## config.mk

```make
export PLATFORM = sky130hd
export DESIGN_NAME = seq_shifter
export DESIGN_NICKNAME = d
export VERILOG_FILES = /design/src/rtl/seq_shifter_pkg.sv /design/src/rtl/seq_shifter_step.sv /design/src/rtl/seq_shifter.sv
export SDC_FILE = /design/constraint.sdc
export NUM_CORES = 1
export LEC_CHECK = 0
export BUFFER_PORTS_ARGS = -buffer_cell sky130_fd_sc_hd__buf_2
export CAP_MARGIN = 20
export CORE_ASPECT_RATIO = 0.7
export CORE_MARGIN = 3
export CORE_UTILIZATION = 50
export CTS_BUF_LIST = sky130_fd_sc_hd__clkbuf_16
export DETAILED_ROUTE_END_ITERATION = 16
export GPL_TIMING_DRIVEN = 0
export PLACE_DENSITY_LB_ADDON = 0.3
export SLEW_MARGIN = 30
export SYNTH_ARGS = -nofsm -noshare
export SYNTH_HDL_FRONTEND = slang
export SYNTH_HIERARCHICAL = 1
export SYNTH_SLANG_ARGS = --single-unit
```

## constraint.sdc

```tcl
create_clock -name clk -period 3 [get_ports clk]
set_clock_uncertainty 0.1 [all_clocks]
set_input_delay 0.6 -clock clk [delete_from_list [all_inputs] [get_ports clk]]
set_output_delay 0.6 -clock clk [all_outputs]
set_load 0.005 [all_outputs]
```

## src/rtl/seq_shifter_pkg.sv

```systemverilog
// Shared encodings for the sequential shifter: shift modes (also used by the
// ALU decoder) and the IDLE/SHIFT/DONE controller states.
package shifter_pkg;

    typedef enum logic [1:0] {
        SH_SLL = 2'b00,
        SH_SRL = 2'b01,
        SH_SRA = 2'b10,
        SH_ROL = 2'b11
    } sh_mode_e;

    typedef enum logic [1:0] {
        IDLE  = 2'b00,
        SHIFT = 2'b01,
        DONE  = 2'b10
    } state_e;

endpackage

```

## src/rtl/seq_shifter_step.sv

```systemverilog
// shift_step: combinational single-step shift of a word by k <= STEP_BITS bits.
// Rotate datapath exists only when SEQ_SHIFTER_ROTATE_EN is defined; otherwise mode 11 acts as SLL.
module shift_step
    import shifter_pkg::*;
#(
    parameter int DATA_WIDTH = 32,
    parameter int K_W        = 3
) (
    input  logic [DATA_WIDTH-1:0] data_in,
    input  logic [1:0]            mode,
    input  logic [K_W-1:0]        k,
    output logic [DATA_WIDTH-1:0] data_out
);

`ifdef SEQ_SHIFTER_ROTATE_EN
    logic [2*DATA_WIDTH-1:0] dbl_s;
`endif

    // One shift step in the requested mode
    always_comb begin
        data_out = data_in;
`ifdef SEQ_SHIFTER_ROTATE_EN
        dbl_s    = {data_in, data_in} << k;
`endif
        case (mode)
            SH_SLL: data_out = data_in << k;
            SH_SRL: data_out = data_in >> k;
            // MSB of the working word still equals the latched operand's sign bit
            SH_SRA: data_out = $unsigned($signed(data_in) >>> k);
`ifdef SEQ_SHIFTER_ROTATE_EN
            SH_ROL: data_out = dbl_s[2*DATA_WIDTH-1:DATA_WIDTH];
`else
            SH_ROL: data_out = data_in << k;
`endif
            default: data_out = data_in;
        endcase
    end

endmodule

```

## src/rtl/seq_shifter.sv

```systemverilog
// seq_shifter: multi-cycle shifter with start/busy/done handshake, up to STEP_BITS per clock.
// Mode 11 rotates left only when SEQ_SHIFTER_ROTATE_EN is defined (otherwise SLL).
module seq_shifter
    import shifter_pkg::*;
#(
    parameter  int DATA_WIDTH = 32,
    parameter  int STEP_BITS  = 4,
    localparam int SHAMT_W    = $clog2(DATA_WIDTH)
) (
    input  logic                  clk,
    input  logic                  reset,
    input  logic                  start,
    input  logic [1:0]            mode,
    input  logic [DATA_WIDTH-1:0] data_in,
    input  logic [SHAMT_W-1:0]    shamt,
    output logic                  busy,
    output logic                  done,
    output logic [DATA_WIDTH-1:0] data_out
);

    localparam int K_W = $clog2(STEP_BITS + 1);

    state_e                state_r;
    logic [DATA_WIDTH-1:0] work_r;
    logic [SHAMT_W-1:0]    rem_r;
    logic [1:0]            mode_r;
    logic [K_W-1:0]        k_s;
    logic [SHAMT_W-1:0]    rem_next_s;
    logic [DATA_WIDTH-1:0] step_out_s;

    // Step size for this cycle: whatever remains, capped at STEP_BITS
    always_comb begin
        if (rem_r < SHAMT_W'(STEP_BITS)) begin
            k_s = rem_r[K_W-1:0];
        end else begin
            k_s = K_W'(STEP_BITS);
        end
        rem_next_s = rem_r - SHAMT_W'(k_s);
    end

    shift_step #(
        .DATA_WIDTH(DATA_WIDTH),
        .K_W       (K_W)
    ) u_step (
        .data_in (work_r),
        .mode    (mode_r),
        .k       (k_s),
        .data_out(step_out_s)
    );

    // Controller, working registers and registered outputs
    always_ff @(posedge clk) begin
        if (reset) begin
            state_r  <= IDLE;
            work_r   <= '0;
            rem_r    <= '0;
            mode_r   <= 2'b00;
            busy     <= 1'b0;
            done     <= 1'b0;
            data_out <= '0;
        end else begin
            case (state_r)
                IDLE, DONE: begin
                    done <= 1'b0;
                    busy <= 1'b0;
                    if (start) begin
                        work_r <= data_in;
                        mode_r <= mode;
                        rem_r  <= shamt;
                        if (shamt == SHAMT_W'(0)) begin
                            data_out <= data_in;
                            done     <= 1'b1;
                            state_r  <= DONE;
                        end else begin
                            busy    <= 1'b1;
                            state_r <= SHIFT;
                        end
                    end else begin
                        state_r <= IDLE;
                    end
                end
                SHIFT: begin
                    work_r <= step_out_s;
                    rem_r  <= rem_next_s;
                    if (rem_next_s == SHAMT_W'(0)) begin
                        data_out <= step_out_s;
                        done     <= 1'b1;
                        busy     <= 1'b0;
                        state_r  <= DONE;
                    end else begin
                        busy    <= 1'b1;
                        state_r <= SHIFT;
                    end
                end
                default: begin
                    state_r <= IDLE;
                    busy    <= 1'b0;
                    done    <= 1'b0;
                end
            endcase
        end
    end

endmodule
```

==> reports/results.tsv, run 1 <==
stage	metric	value	unit
run_status	result of the run	completed	
clocking	clock-pin slew on the worst setup and hold paths	60	ps
cells_and_area	fraction of layout instances using a drive strength above 1	27.7	%
cells_and_area	Area Growth Syn to Fin	17.4	%
logic_synthesis	count of flip-flops with a built-in enable after synthesis	0	
pwr	total design power	3.93	mW
logic_synthesis	netlist area before placement	6090	sq um
die	number of ports placed on the die boundary	76	
routing	count of routing violations after the opening detailed-route iteration	756	
routing	wire length reported by the detailed router	22000	um
flow_run	Max Cap Viol	0	
logic_synthesis	per-instance average area after synthesis	8.36	sq um
timing	portion of the clock cycle consumed by the worst path in the final layout	97.3	%
timing	setup-violating endpoint count in the final report	0	
logic_synthesis	#FFs+latches synth	74	
critical_path	cell repeated most along the worst path	sky130_fd_sc_hd__buf_6	
routing	residual antenna-violating net count after detailed routing	0	
logic_synthesis	most common flop cell mapped by yosys	sky130_fd_sc_hd__dfxtp_1	
routing	wire length per cell	22.5	um
pwr	worst voltage drop across the vdd grid	0.295	mV
routing	Via density	6.49	
pwr	leakage power	2.78	nW
die	die height	98.4	um
critical_path	crit start category	register	
critical_path	delay contributed by the slowest stage of the critical path	390	ps
logic_synthesis	Cells after Synth	729	
timing	hold_ws	378	ps
placement	worst slack at placement	-171	ps
logic_synthesis	part of the Yosys area used for sequential elements	24.3	%
grt	largest net degree at the start of global routing	13	
critical_path	series of cell instances along the critical path	buf_6 > nor3_2 > and2_1 > buf_6 > buf_8 > buf_6 > mux2_2 > mux2i_2 > o221ai_1 > nand2_1 > a21oi_1 > mux2_4	
timing	Highest Clock Rate	342	MHz
grt	via count of the first global-routing pass	5898	
logic_synthesis	leading cell types by count after synthesis	sky130_fd_sc_hd__nand2_1, sky130_fd_sc_hd__dfxtp_1, sky130_fd_sc_hd__nor2_1	
die	die width	138	um
critical_path	required time of the worst setup path	3120	ps
logic_synthesis	share of flip-flops with an asynchronous set or reset	0	%
min_path	Worst Hold Launch	state_r[1]	
critical_path	cell type of the slowest stage on the worst timing path	sky130_fd_sc_hd__mux2_2	
logic_synthesis	largest cells by area after synthesis	sky130_fd_sc_hd__dfxtp_1, sky130_fd_sc_hd__nand2_1, sky130_fd_sc_hd__mux4_2	
grt	remaining global-route overflow	0	
placement	Placer Congestion	0.955	
cells_and_area	final antenna diode count	0	
pwr	total power density per cell area	550	nW/um^2
cells_and_area	filler instances	1114	
clocking	clock tree from TritonCTS	built	
clocking	CTS buffer count	9	
timing	Period minus WS final	2920	ps
clocking	clock latency on the worst-skew pair	340	ps
critical_path	worst setup path startpoint	rem_r[2]	
routing	Pre-antenna DRT Iters	7	
clocking	number of buffers on the longest clock path	2	
logic_synthesis	top cell type's share of synthesized area	24.3	%
routing	total via count in the routed design	6337	
grt	overall fraction of global-route tracks in use	32.0	%
critical_path	maximum fanout count along the critical path	10	
timing	least setup slack across all paths after layout	79.5	ps
placement	HPWL after detailed placement	16400	um
critical_path	start-to-end type of the worst setup path	register to register	
timing	final hold vios	0	
timing	tightest slew margin relative to the limit	49.0	%
logic_synthesis	most numerous cell in the Yosys netlist	sky130_fd_sc_hd__nand2_1	
clocking	Post-CTS Setup Inserts	0	
critical_path	Crit. End Element	register	
clocking	number of buffers added to fix hold violations after cts	0	
critical_path	endpoint arrival time on the critical path	3040	ps
logic_synthesis	top cell type by total area after synthesis	sky130_fd_sc_hd__dfxtp_1	
timing	number of max-slew violations in the final report	0	
timing	Worst Tran Pin Value	766	ps
cells_and_area	total number of nets in the final design	860	
timing	unrepaired setup endpoints after global routing	true	
routing	drt drc	0	
grt	wire length of the first global-routing pass	33500	um
die	effective utilization at floorplan	51.6	%
logic_synthesis	number of warnings printed during yosys synthesis	6	
cells_and_area	utilization of the core after routing	60.6	%
critical_path	reg-to-reg startpoint	rem_r[2]	
placement	instance area at placement	6660	sq um
clocking	TritonCTS sink count	74	
min_path	Hold WC Path Type	register to register	
logic_synthesis	Synthesized Nets	775	
logic_synthesis	count of different cell masters after synthesis	57	
die	full die area	13600	sq um
placement	number of input and output port buffers inserted	74	
clocking	Clk Tree Root Cell	sky130_fd_sc_hd__clkbuf_16	
die	core area	11800	sq um
die	# rows	33	
grt	antenna violations before repair	0	
clocking	CTS H-tree lvls	3	
cells_and_area	Finished Cell Area	7150	sq um
## placed cells by master, fill, tap and decap left out, types with 5 or more instances in the layout
cell	count
sky130_fd_sc_hd__clkbuf_1	32
sky130_fd_sc_hd__o211ai_1	9
sky130_fd_sc_hd__a211oi_1	5
sky130_fd_sc_hd__o221ai_1	9
sky130_fd_sc_hd__a311oi_1	35
sky130_fd_sc_hd__nor2_1	50
sky130_fd_sc_hd__clkbuf_2	6
sky130_fd_sc_hd__buf_2	86
sky130_fd_sc_hd__dfxtp_1	74
sky130_fd_sc_hd__mux2_4	29
sky130_fd_sc_hd__nor2b_1	38
sky130_fd_sc_hd__a22oi_1	24
sky130_fd_sc_hd__o21ai_0	9
sky130_fd_sc_hd__buf_1	6
sky130_fd_sc_hd__mux2i_1	36
sky130_fd_sc_hd__clkbuf_16	9
sky130_fd_sc_hd__buf_6	8
sky130_fd_sc_hd__mux4_2	23
sky130_fd_sc_hd__a21oi_1	41
sky130_fd_sc_hd__mux2i_2	11
sky130_fd_sc_hd__nand2_1	163
sky130_fd_sc_hd__nand3_1	5
sky130_fd_sc_hd__inv_1	8
sky130_fd_sc_hd__mux2_2	23
## kinds of logic after synthesis
kind of cell	Yosys count	synth area share, %
simple gates	281	20.2
compound gates	164	19.7
mux	125	28.3
buf+inv	79	6.49
flops	74	24.3
fa+ha+maj	4	0.821
other cells	2	0.123
## layer usage
layer  up-vias  global-route usage [%]  routed length [um]
met5         -                       0                   0
met4         0                    8.96                 515
met3        53                    7.72                2260
met2       398                    45.4                9080
met1      3061                    48.2               10100
li1       2825                       -                   -
## metrics by stage
step,setup TNS (ps),std cells
6_report,0,976
4_1_cts,0,976
3_3_place_gp,-865,960
3_5_place_dp,-953,960
5_1_grt,-173,976
2_1_floorplan,0,729
## final timing paths
check | endpoint | cells after the start | slack (ps)
setup / recovery | data_out[13] | 12 | 80
hold / removal | busy | 1 | 380
setup reg to reg | data_out[13] | 12 | 80
hold reg to reg | busy | 1 | 380
## worst max-delay path: cells and delay by family (launching register included)
| family | cells | cell delay (ps) |
|---|---|---|
| compound gates | 2 | 290 |
| buf+inv | 4 | 670 |
| flops | 1 | 310 |
| mux | 3 | 930 |
| simple gates | 3 | 490 |
## report_power, final
group | internal [mW] | leakage (nW) | switching (mW)
logic | 0.572 | 2.01 | 0.912
clock network | 0.805 | 0.162 | 0.449
registers | 1.07 | 0.606 | 0.124
## cell type report
cell class                 count  area, sq um  share of cell area, %
clock buffer                   9          225                   3.15
inverter                       8         30.0                  0.420
sequential                    74         1480                   20.7
multi-input combinational    576         4340                   60.6
clock inverter                 7          109                   1.52
tap                          157          196                   2.75
buffer                        71          403                   5.63
timing repair buffer          74          370                   5.18
## repair_timing
action	CTS	global route
pin swaps	0	3
gates resized for setup	11	33
endpoints found under the setup margin	23	50
## sequential cells by signal, summed over array words and instances, names as in the netlist
| name | flops |
|---|---|
| data_out | 32 |
| busy | 1 |
| rem_r | 5 |
| done | 1 |
| work_r | 32 |
| state_r | 1 |
| mode_r | 2 |
Power figures use the tool's default switching activity.
==> run 2, diff against run 1 <==
--- a/config.mk
+++ b/config.mk
@@ -14,8 +14,10 @@
 export DETAILED_ROUTE_END_ITERATION = 16
 export GPL_TIMING_DRIVEN = 0
 export PLACE_DENSITY_LB_ADDON = 0.3
+export RECOVER_POWER = 50
 export SLEW_MARGIN = 30
 export SYNTH_ARGS = -nofsm -noshare
 export SYNTH_HDL_FRONTEND = slang
 export SYNTH_HIERARCHICAL = 1
 export SYNTH_SLANG_ARGS = --single-unit
+export TNS_END_PERCENT = 20
==> run 2 against run 1 <==
Global-route usage did not move. Die area unchanged. Utilization down 0.19 points. Sequential power about the same. Sequential share of layout area rose by 0.065 points. Routed wire length fell by 0.45%. Clock power hardly changed. Critical path type unchanged. Largest cell class unchanged. Largest power group unchanged. Highest routed layer unchanged.
==> reports/results.tsv, run 2 (same netlist as run 1, synthesis figures left out) <==
stage	metric	value	unit	change
grt	remaining global-route overflow	0		unchanged
grt	antenna violations before repair	0		unchanged
routing	count of routing violations after the opening detailed-route iteration	832		was 756
timing	portion of the clock cycle consumed by the worst path in the final layout	96.7	%	was 97.3%
cells_and_area	Area Growth Syn to Fin	17.0	%	was 17.4%
placement	Placer Congestion	0.955		unchanged
grt	largest net degree at the start of global routing	13		unchanged
cells_and_area	Non-Filler Instances	976		unchanged
cells_and_area	leading cell type in the layout, fill and taps excluded	sky130_fd_sc_hd__nand2_1		unchanged
routing	total via count in the routed design	6282		was 6,337
cells_and_area	area of all sequential standard cells	1480	sq um	unchanged
run_status	result of the run	completed		unchanged
cells_and_area	Finished Cell Area	7130	sq um	was 7150 sq um
grt	via count of the first global-routing pass	5898		unchanged
flow_run	Max Cap Viol	0		unchanged
clocking	clock-pin slew on the worst setup and hold paths	60	ps	about the same
cells_and_area	total number of nets in the final design	860		unchanged
placement	number of input and output port buffers inserted	74		unchanged
clocking	Clk Tree Root Cell	sky130_fd_sc_hd__clkbuf_16		unchanged
routing	wire length reported by the detailed router	21900	um	was 22,000 um
critical_path	series of cell instances along the critical path	buf_6 > nor3_2 > and2_2 > clkbuf_4 > buf_4 > mux4_2 > a22oi_1 > o221ai_1 > nand2_1 > a21oi_1 > mux2_4		was buf_6 > nor3_2 > and2_1 > buf_6 > buf_8 > buf_6 > mux2_2 > mux2i_2 > o221ai_1 > nand2_1 > a21oi_1 > mux2_4
routing	Via density	6.44		was 6.49
die	die width	138	um	unchanged
placement	instance area at placement	6660	sq um	unchanged
cells_and_area	filler instances	1125		was 1,114
pwr	worst voltage drop across the vdd grid	0.296	mV	was 0.295 mV
cells_and_area	final antenna diode count	0		unchanged
die	die height	98.4	um	unchanged
cells_and_area	most frequent cells in the layout	sky130_fd_sc_hd__nand2_1, sky130_fd_sc_hd__dfxtp_1, sky130_fd_sc_hd__buf_2		was sky130_fd_sc_hd__nand2_1, sky130_fd_sc_hd__buf_2, sky130_fd_sc_hd__dfxtp_1
placement	HPWL after detailed placement	16400	um	unchanged
clocking	clock latency on the worst-skew pair	340	ps	about the same
clocking	number of buffers added to fix hold violations after cts	0		unchanged
critical_path	maximum fanout count along the critical path	10		unchanged
routing	Pre-antenna DRT Iters	5		was 7
timing	Highest Clock Rate	345	MHz	was 342 MHz
critical_path	delay contributed by the slowest stage of the critical path	380	ps	was 390 ps
critical_path	endpoint arrival time on the critical path	3030	ps	was 3040 ps
grt	wire length of the first global-routing pass	33500	um	unchanged
die	number of ports placed on the die boundary	76		unchanged
timing	Period minus WS final	2900	ps	was 2920 ps
placement	placed cell count	960		unchanged
min_path	Hold WC Path Type	register to register		unchanged
pwr	total power density per cell area	550	nW/um^2	about the same
die	full die area	13600	sq um	unchanged
timing	tightest slew margin relative to the limit	52.8	%	was 49.0%
cells_and_area	registers with the most flip-flops	data_out: 32 flops, work_r: 32 flops, rem_r: 5 flops		unchanged
critical_path	Crit. End Element	register		unchanged
clocking	number of buffers on the longest clock path	2		unchanged
critical_path	start-to-end type of the worst setup path	register to register		unchanged
timing	number of max-slew violations in the final report	0		unchanged
die	core area	11800	sq um	unchanged
cells_and_area	fraction of layout instances using a drive strength above 1	25.5	%	was 27.7%
grt	overall fraction of global-route tracks in use	32.0	%	unchanged
clocking	Post-CTS Setup Inserts	0		unchanged
routing	drt drc	0		unchanged
cells_and_area	area used by multi-input combinational logic	4340	sq um	unchanged
clocking	clock tree from TritonCTS	built		unchanged
critical_path	Buf/Inv on CP	3		was 4
cells_and_area	utilization of the core after routing	60.4	%	was 60.6%
timing	final hold vios	0		unchanged
timing	unrepaired setup endpoints after global routing	true		unchanged
critical_path	crit start category	register		unchanged
routing	residual antenna-violating net count after detailed routing	0		unchanged
clocking	TritonCTS sink count	74		unchanged
timing	Worst Tran Pin Value	708	ps	was 766 ps
critical_path	required time of the worst setup path	3130	ps	was 3120 ps
timing	setup-violating endpoint count in the final report	0		unchanged
critical_path	family with the most delay on the worst path	multiplexers		unchanged
clocking	CTS H-tree lvls	3		unchanged
critical_path	cell type of the slowest stage on the worst timing path	sky130_fd_sc_hd__mux4_2		was sky130_fd_sc_hd__mux2_2
die	# rows	33		unchanged
clocking	CTS buffer count	9		unchanged
routing	wire length per cell	22.4	um	was 22.5 um
die	effective utilization at floorplan	51.6	%	unchanged
pwr	leakage power	2.70	nW	was 2.78 nW
-- run 2: cell types whose count changed in the layout (fill, tap and decap cells not counted) --
cell                       before  now
sky130_fd_sc_hd__buf_2         86   67
sky130_fd_sc_hd__clkbuf_1      32   50
sky130_fd_sc_hd__clkbuf_2       6    7
-- run 2: repair_timing --
item / in CTS / in global routing
pin swaps: 0 / 3
endpoints found under the setup margin: 23 / 50
resized for setup: 11 / 33
-- run 2: metal layers --
layer	up-vias	wire, um	GRT usage [%]
li1	2824	-	-
met1	3031	10000	48.2
met2	388	9080	45.4
met3	39	2360	7.72
met4	0	416	8.96
met5	-	0	0
-- run 2: final timing paths --
check / endpoint / startpoint / cells past startpoint / slack, ps
worst min register to register: busy / state_r[1] / 1 / 380
worst max-delay path: data_out[8] / rem_r[2] / 11 / 100
worst max register to register: data_out[8] / rem_r[2] / 11 / 100
worst min-delay path: busy / state_r[1] / 1 / 380
-- run 2: final cells by class --
cell class                      instances  area share, %
Buffer                                 71           5.65
Clock buffer                            9           3.16
Tap cell                              157           2.76
Inverter                                8          0.421
Timing Repair Buffer                   74           4.88
Sequential cell                        74           20.8
Multi-Input combinational cell        576           60.8
Clock inverter                          7           1.53
-- run 2: per-stage QoR --
step	setup TNS, ps	power (mW)	worst slack, ps	hold slack [ps]
2_1_floorplan	0	2.13	468	335
3_3_place_gp	-865	2.54	-136	354
3_5_place_dp	-953	2.57	-171	359
4_1_cts	0	3.84	41.2	377
5_1_grt	-222	4.09	-43.3	409
6_report	0	3.92	99.7	380
-- run 2: where the power goes --
group | total (mW) | internal, mW | switching (mW)
registers | 1.19 | 1.07 | 0.125
logic | 1.48 | 0.570 | 0.907
clock network | 1.25 | 0.805 | 0.447
